<file path="src/rtl/cpu_types_pkg.sv">
// rtl/cpu_types_pkg.sv - shared CPU types and pipeline-control helpers
package cpu_types_pkg;

  typedef logic [4:0] regbits_t;

  typedef enum logic [1:0] {
    RUN   = 2'd0,
    DWAIT = 2'd1,
    HALT  = 2'd2
  } hazard_state_t;

  typedef struct packed {
    logic pc_en;
    logic ifid_enable;
    logic ifid_flush;
    logic idex_enable;
    logic idex_flush;
    logic exmem_enable;
    logic exmem_flush;
    logic memwb_enable;
  } pipe_ctrl_t;

  // Rules applied once no data access is outstanding; the order is the priority.
  function automatic pipe_ctrl_t run_rules(input logic halt_mem, input logic branch,
                                           input logic lu, input logic ihit);
    pipe_ctrl_t c;
    c = '0;
    if (halt_mem) begin
      c.ifid_flush   = 1'b1;
      c.idex_flush   = 1'b1;
      c.exmem_flush  = 1'b1;
      c.memwb_enable = 1'b1;
    end else if (branch) begin
      c.pc_en        = 1'b1;
      c.ifid_flush   = 1'b1;
      c.idex_flush   = 1'b1;
      c.exmem_enable = 1'b1;
      c.memwb_enable = 1'b1;
    end else if (lu) begin
      c.idex_flush   = 1'b1;
      c.exmem_enable = 1'b1;
      c.memwb_enable = 1'b1;
    end else if (!ihit) begin
      c.ifid_flush   = 1'b1;
      c.idex_enable  = 1'b1;
      c.exmem_enable = 1'b1;
      c.memwb_enable = 1'b1;
    end else begin
      c.pc_en        = 1'b1;
      c.ifid_enable  = 1'b1;
      c.idex_enable  = 1'b1;
      c.exmem_enable = 1'b1;
      c.memwb_enable = 1'b1;
    end
    return c;
  endfunction

endpackage

</file>
<file path="src/rtl/sat_counter.sv">
// rtl/sat_counter.sv - saturating up-counter with synchronous active-low clear
module sat_counter #(
  parameter int W = 16
) (
  input  logic         CLK,
  input  logic         nRST,
  input  logic         inc,
  output logic [W-1:0] count
);

  always_ff @(posedge CLK) begin
    if (!nRST) begin
      count <= '0;
    end else if (inc && (count != {W{1'b1}})) begin
      count <= count + 1'b1;
    end
  end

endmodule

</file>
<file path="src/rtl/hazard_unit.sv">
// rtl/hazard_unit.sv - pipeline latch control: dmem waits, redirects, load-use, fetch misses, halt
module hazard_unit
  import cpu_types_pkg::*;
#(
  parameter int CNT_W = 16
) (
  input  logic             CLK,
  input  logic             nRST,
  input  logic             ihit,
  input  logic             dhit,
  input  logic             dmemREN_MEM,
  input  logic             dmemWEN_MEM,
  input  logic             halt_MEM,
  input  logic             memtoReg_EX,
  input  regbits_t         final_wsel_EX,
  input  regbits_t         rs_ID,
  input  regbits_t         rt_ID,
  input  logic             uses_rt_ID,
  input  logic             branch_taken_EX,
  output logic             pc_en,
  output logic             ifid_enable,
  output logic             ifid_flush,
  output logic             idex_enable,
  output logic             idex_flush,
  output logic             exmem_enable,
  output logic             exmem_flush,
  output logic             memwb_enable,
  output logic             halted,
  output logic [CNT_W-1:0] stall_cycles,
  output logic [CNT_W-1:0] redirects
);

  hazard_state_t state, next_state;
  pipe_ctrl_t    ctrl;
  logic          lu;
  logic          pend_miss;
  logic          rules_active;
  logic          stall_inc;
  logic          redirect_inc;

  assign lu = memtoReg_EX && (final_wsel_EX != '0) &&
              ((final_wsel_EX == rs_ID) || (uses_rt_ID && (final_wsel_EX == rt_ID)));
  assign pend_miss = (dmemREN_MEM || dmemWEN_MEM) && !dhit;

  // The normal rule set applies in RUN once no access is missing, and on the DWAIT exit cycle.
  assign rules_active = ((state == RUN) && !pend_miss) || ((state == DWAIT) && dhit);

  always_ff @(posedge CLK) begin
    if (!nRST) begin
      state <= RUN;
    end else begin
      state <= next_state;
    end
  end

  always_comb begin
    next_state = state;
    case (state)
      RUN: begin
        if (pend_miss)     next_state = DWAIT;
        else if (halt_MEM) next_state = HALT;
      end
      DWAIT: begin
        if (dhit) next_state = halt_MEM ? HALT : RUN;
      end
      HALT:    next_state = HALT;
      default: next_state = RUN;
    endcase
  end

  always_comb begin
    ctrl   = '0;
    halted = 1'b0;
    if (!nRST) begin
      ctrl.ifid_flush  = 1'b1;
      ctrl.idex_flush  = 1'b1;
      ctrl.exmem_flush = 1'b1;
    end else if (state == HALT) begin
      halted = 1'b1;
    end else if (rules_active) begin
      ctrl = run_rules(halt_MEM, branch_taken_EX, lu, ihit);
    end
  end

  assign pc_en        = ctrl.pc_en;
  assign ifid_enable  = ctrl.ifid_enable;
  assign ifid_flush   = ctrl.ifid_flush;
  assign idex_enable  = ctrl.idex_enable;
  assign idex_flush   = ctrl.idex_flush;
  assign exmem_enable = ctrl.exmem_enable;
  assign exmem_flush  = ctrl.exmem_flush;
  assign memwb_enable = ctrl.memwb_enable;

  assign stall_inc    = nRST && (state != HALT) && !ctrl.pc_en;
  assign redirect_inc = nRST && rules_active && !halt_MEM && branch_taken_EX;

  sat_counter #(.W(CNT_W)) u_stall_cnt (
    .CLK   (CLK),
    .nRST  (nRST),
    .inc   (stall_inc),
    .count (stall_cycles)
  );

  sat_counter #(.W(CNT_W)) u_redirect_cnt (
    .CLK   (CLK),
    .nRST  (nRST),
    .inc   (redirect_inc),
    .count (redirects)
  );

endmodule

</file>
<file path="config.mk">
export PLATFORM = sky130hd
export DESIGN_NAME = hazard_unit
export DESIGN_NICKNAME = d
export VERILOG_FILES = /design/src/rtl/cpu_types_pkg.sv /design/src/rtl/sat_counter.sv /design/src/rtl/hazard_unit.sv
export SDC_FILE = /design/constraint.sdc
export NUM_CORES = 1
export LEC_CHECK = 0
export ABC_AREA = 1
export CAP_MARGIN = 25
export CORE_MARGIN = 2
export CORE_UTILIZATION = 55
export DETAILED_ROUTE_END_ITERATION = 16
export DONT_BUFFER_PORTS = 1
export GPL_ROUTABILITY_DRIVEN = 0
export PLACE_DENSITY = 0.7
export SYNTH_ARGS = -nofsm -noshare
export SYNTH_HDL_FRONTEND = slang
export SYNTH_SLANG_ARGS = --single-unit
</file>
<file path="constraint.sdc">
create_clock -name CLK -period 2.3 [get_ports CLK]
set_input_delay 0.46 -clock CLK [delete_from_list [all_inputs] [get_ports CLK]]
set_output_delay 0.46 -clock CLK [all_outputs]
set_load 0.02 [all_outputs]
</file>
==> results.cfg <==
[outcome]
status = completed

[final_layout]
drive_gt1_frac = 0.137
n_antenna_cell = 0
multiInputGateArea_mm2 = 0.00131
fin_cells = 429
area_growth_pct = 14.4
seq_area_um2 = 681
fillCellCount = 396
num-nets-final = 405

[place]
post-dp-hpwl_mm = 3.87
portBuffers = 0
dp_cells = 421

[global_route]
overflow = 0
grt_antenna_before_repair = 0
first_global_vias = 2145
grt_max_degree = 21
grt_first_pass_wirelength_mm = 8.49
grt_usage = 0.241

[timing]
min_period_ns = 2.10
tightest_slew_ns = 0.396
setup_violations = 0
slew_headroom = 0.736
timing.hold.ws_ns = 0.301
max_freq_mhz = 477
finalHoldViolCount = 0
report.final.slew_viol_count = 0
rsz0062_at_grt = false
finalCritPeriodShare = 0.912
setup_tns_ns = 0
fin_skew_ns = 0.0117

[clocking]
post_cts_resized = 0
clockBufferDepth = 2
cts.clk_slew.worst_paths_ns = 0.07
cts_buffers = 5
htree_levels = 2
cts_hold_buf = 0
postCtsSetupBuffers = 0
cts_num_sinks = 34
insertion_delay_ns = 0.29
cts_tree = done
cts-root-buf = clkbuf_8

[flow_run]
cap_violations = 0

[synth]
synth_warnings = 0
synth_top_family_by_area = simple AND/OR/NAND/NOR gates
syn-mean-instance-area_um2 = 6.33
synth_seq_cells = 34
synthSimpleGateAreaFrac = 0.423
synthCells = 351
synth-xor-area-share = 0.0709
synthAdderAreaFrac = 0.0113
synth_area_mm2 = 0.00222
synth_mux_area_frac = 0
synth_compound_area_frac = 0.0844
yosysSeqAreaShare = 0.306
synth_fp_nets = 378
synthDistinctLibCells = 30

[pwr]
ir_drop_uv = 313
p_leak_uw = 0.00107
power_density_mw_per_mm2 = 492

[worst_hold_path]
whs_path_depth = 2
hp-class = in2reg
hp-start = nRST

[critical_path]
critPathKind = reg2out
cp.arrival_ns = 1.64
timing.reg2reg.worst_path_depth = 9
cp_max_fo = 6
cp-start-kind = flip-flop
startpoint = state[0]$_SDFFE_PN0P_
end_kind = output pin
r2r_start = u_stall_cnt.count[2]$_SDFFE_PN0P_
crit_required_ns = 1.84

[floorplan]
io_pins = 66
coreArea_mm2 = 0.00394
rows = 23
die_w_um = 67.6
design.die.area_mm2 = 0.00457
initial_core_util = 0.564
die_y_um = 67.6

[drt]
drc = 0
vias = 2299
drt_iter0_drc = 150
viasPerCell = 5.36
drt-pass1-iter-count = 5
postRouteAntennaNets = 0
wire_per_inst_um = 12.1
wl_mm = 5.20
-- critical path, cell delays in order (launching register included) --
cell and delay, ns:
dfxtp_1 0.42, nor2_1 0.08, nand2_1 0.09, nand2_2 0.08
nand3_2 0.11, nor2_1 0.06, a21oi_1 0.28, inv_1 0.07
buf_4 0.16
-- area by class of cell --
cell class,instances,area share
well taps,50,0.0246
inverters,49,0.0723
repair buffers,28,0.0826
clock inverters,2,0.00492
clock buffers,6,0.0325
flip-flops and latches,34,0.268
multi-input cells,260,0.515
-- worst paths after layout --
check / end / slack, ns
max: pc_en / 0.20
min: u_stall_cnt.count[0]$_SDFFE_PN0P_ / 0.30
max reg2reg: u_stall_cnt.count[5]$_SDFFE_PN0P_ / 0.30
min reg2reg: state[0]$_SDFFE_PN0P_ / 0.58
-- power breakdown --
group / total [uW] / leakage (uW) / internal, uW / switching [uW]
combinational: 179 / 0.000749 / 55.8 / 123
sequential: 606 / 0.000275 / 598 / 8.05
clock: 467 / 0.0000472 / 241 / 226
total: 1250 / 0.00107 / 895 / 357
-- layout by cell type (no fill, tap or decap), drive strengths merged --
cell type / count
o21ai: 11
clkinvlp: 1
clkbuf: 6
nor3: 16
nand4: 20
nor4: 2
nand3: 17
clkinv: 2
dfxtp: 34
nor3b: 3
xnor2: 6
xor2: 12
a31oi: 1
inv: 48
nand2: 100
nor2: 46
o21bai: 1
a21oi: 23
ha: 2
buf: 28
-- metrics by stage --
stage          instance area, um^2  setup slack [ns]  utilization  total power, uW
6_report                      2540             0.201        0.645             1250
5_1_grt                       2540            0.0351        0.645             1310
4_1_cts                       2540             0.175        0.645             1260
3_5_place_dp                  2450             0.325        0.621              799
3_3_place_gp                  2450             0.330        0.621              798
2_1_floorplan                 2220             0.395            -              763
-- cell families (layout without fill, tap and decap cells) --
kind of cell | count (synthesis) | count (layout)
adder cells (fa/ha/maj) | 2 | 2
flip-flops | 34 | 34
buffers and inverters | 57 | 85
XOR/XNOR | 18 | 18
AO/OA/AOI/OAI | 36 | 36
AND/OR/NAND/NOR | 204 | 204
-- cells in the mapped netlist --
| cell type | instances | area, um^2 |
|---|---|---|
| a21oi_2 | 1 | 8.76 |
| nor3_1 | 12 | 60.1 |
| xor2_1 | 12 | 105 |
| clkinv_1 | 1 | 3.75 |
| nor2_4 | 1 | 11.3 |
| buf_6 | 2 | 22.5 |
| nand4_1 | 19 | 119 |
| nor2_1 | 42 | 158 |
| a31oi_1 | 1 | 6.26 |
| nor3_2 | 4 | 40.0 |
| a21oi_1 | 22 | 110 |
| buf_2 | 2 | 10.0 |
| nand3_1 | 16 | 80.1 |
| nor3b_2 | 1 | 12.5 |
| ha_1 | 2 | 25.0 |
| nand4_4 | 1 | 21.3 |
| inv_1 | 47 | 176 |
| nor4_1 | 2 | 12.5 |
| nand3_2 | 1 | 10.0 |
| dfxtp_1 | 34 | 681 |
| inv_2 | 1 | 3.75 |
| o21ai_0 | 10 | 50.1 |
| clkbuf_1 | 4 | 15.0 |
| nor2_2 | 3 | 18.8 |
| nand2_1 | 97 | 364 |
| nand2_2 | 3 | 18.8 |
| o21ai_1 | 1 | 5.00 |
| o21bai_1 | 1 | 7.51 |
| xnor2_1 | 6 | 52.6 |
| nor3b_1 | 2 | 15.0 |
-- metal layers --
| layer | vias to the layer above | wire length (um) | track usage |
|---|---|---|---|
| met5 | - | 0 | 0 |
| met2 | 89 | 2530 | 0.414 |
| li1 | 1177 | - | - |
| met1 | 1020 | 2100 | 0.259 |
| met4 | 0 | 90 | 0.140 |
| met3 | 13 | 485 | 0.0733 |
-- state kept, by name, indices dropped and copies added, names as in the netlist --
name and flops:
u_redirect_cnt.count 16, u_stall_cnt.count 16, state 2
No activity file was read; power rests on OpenSTA's default activity.
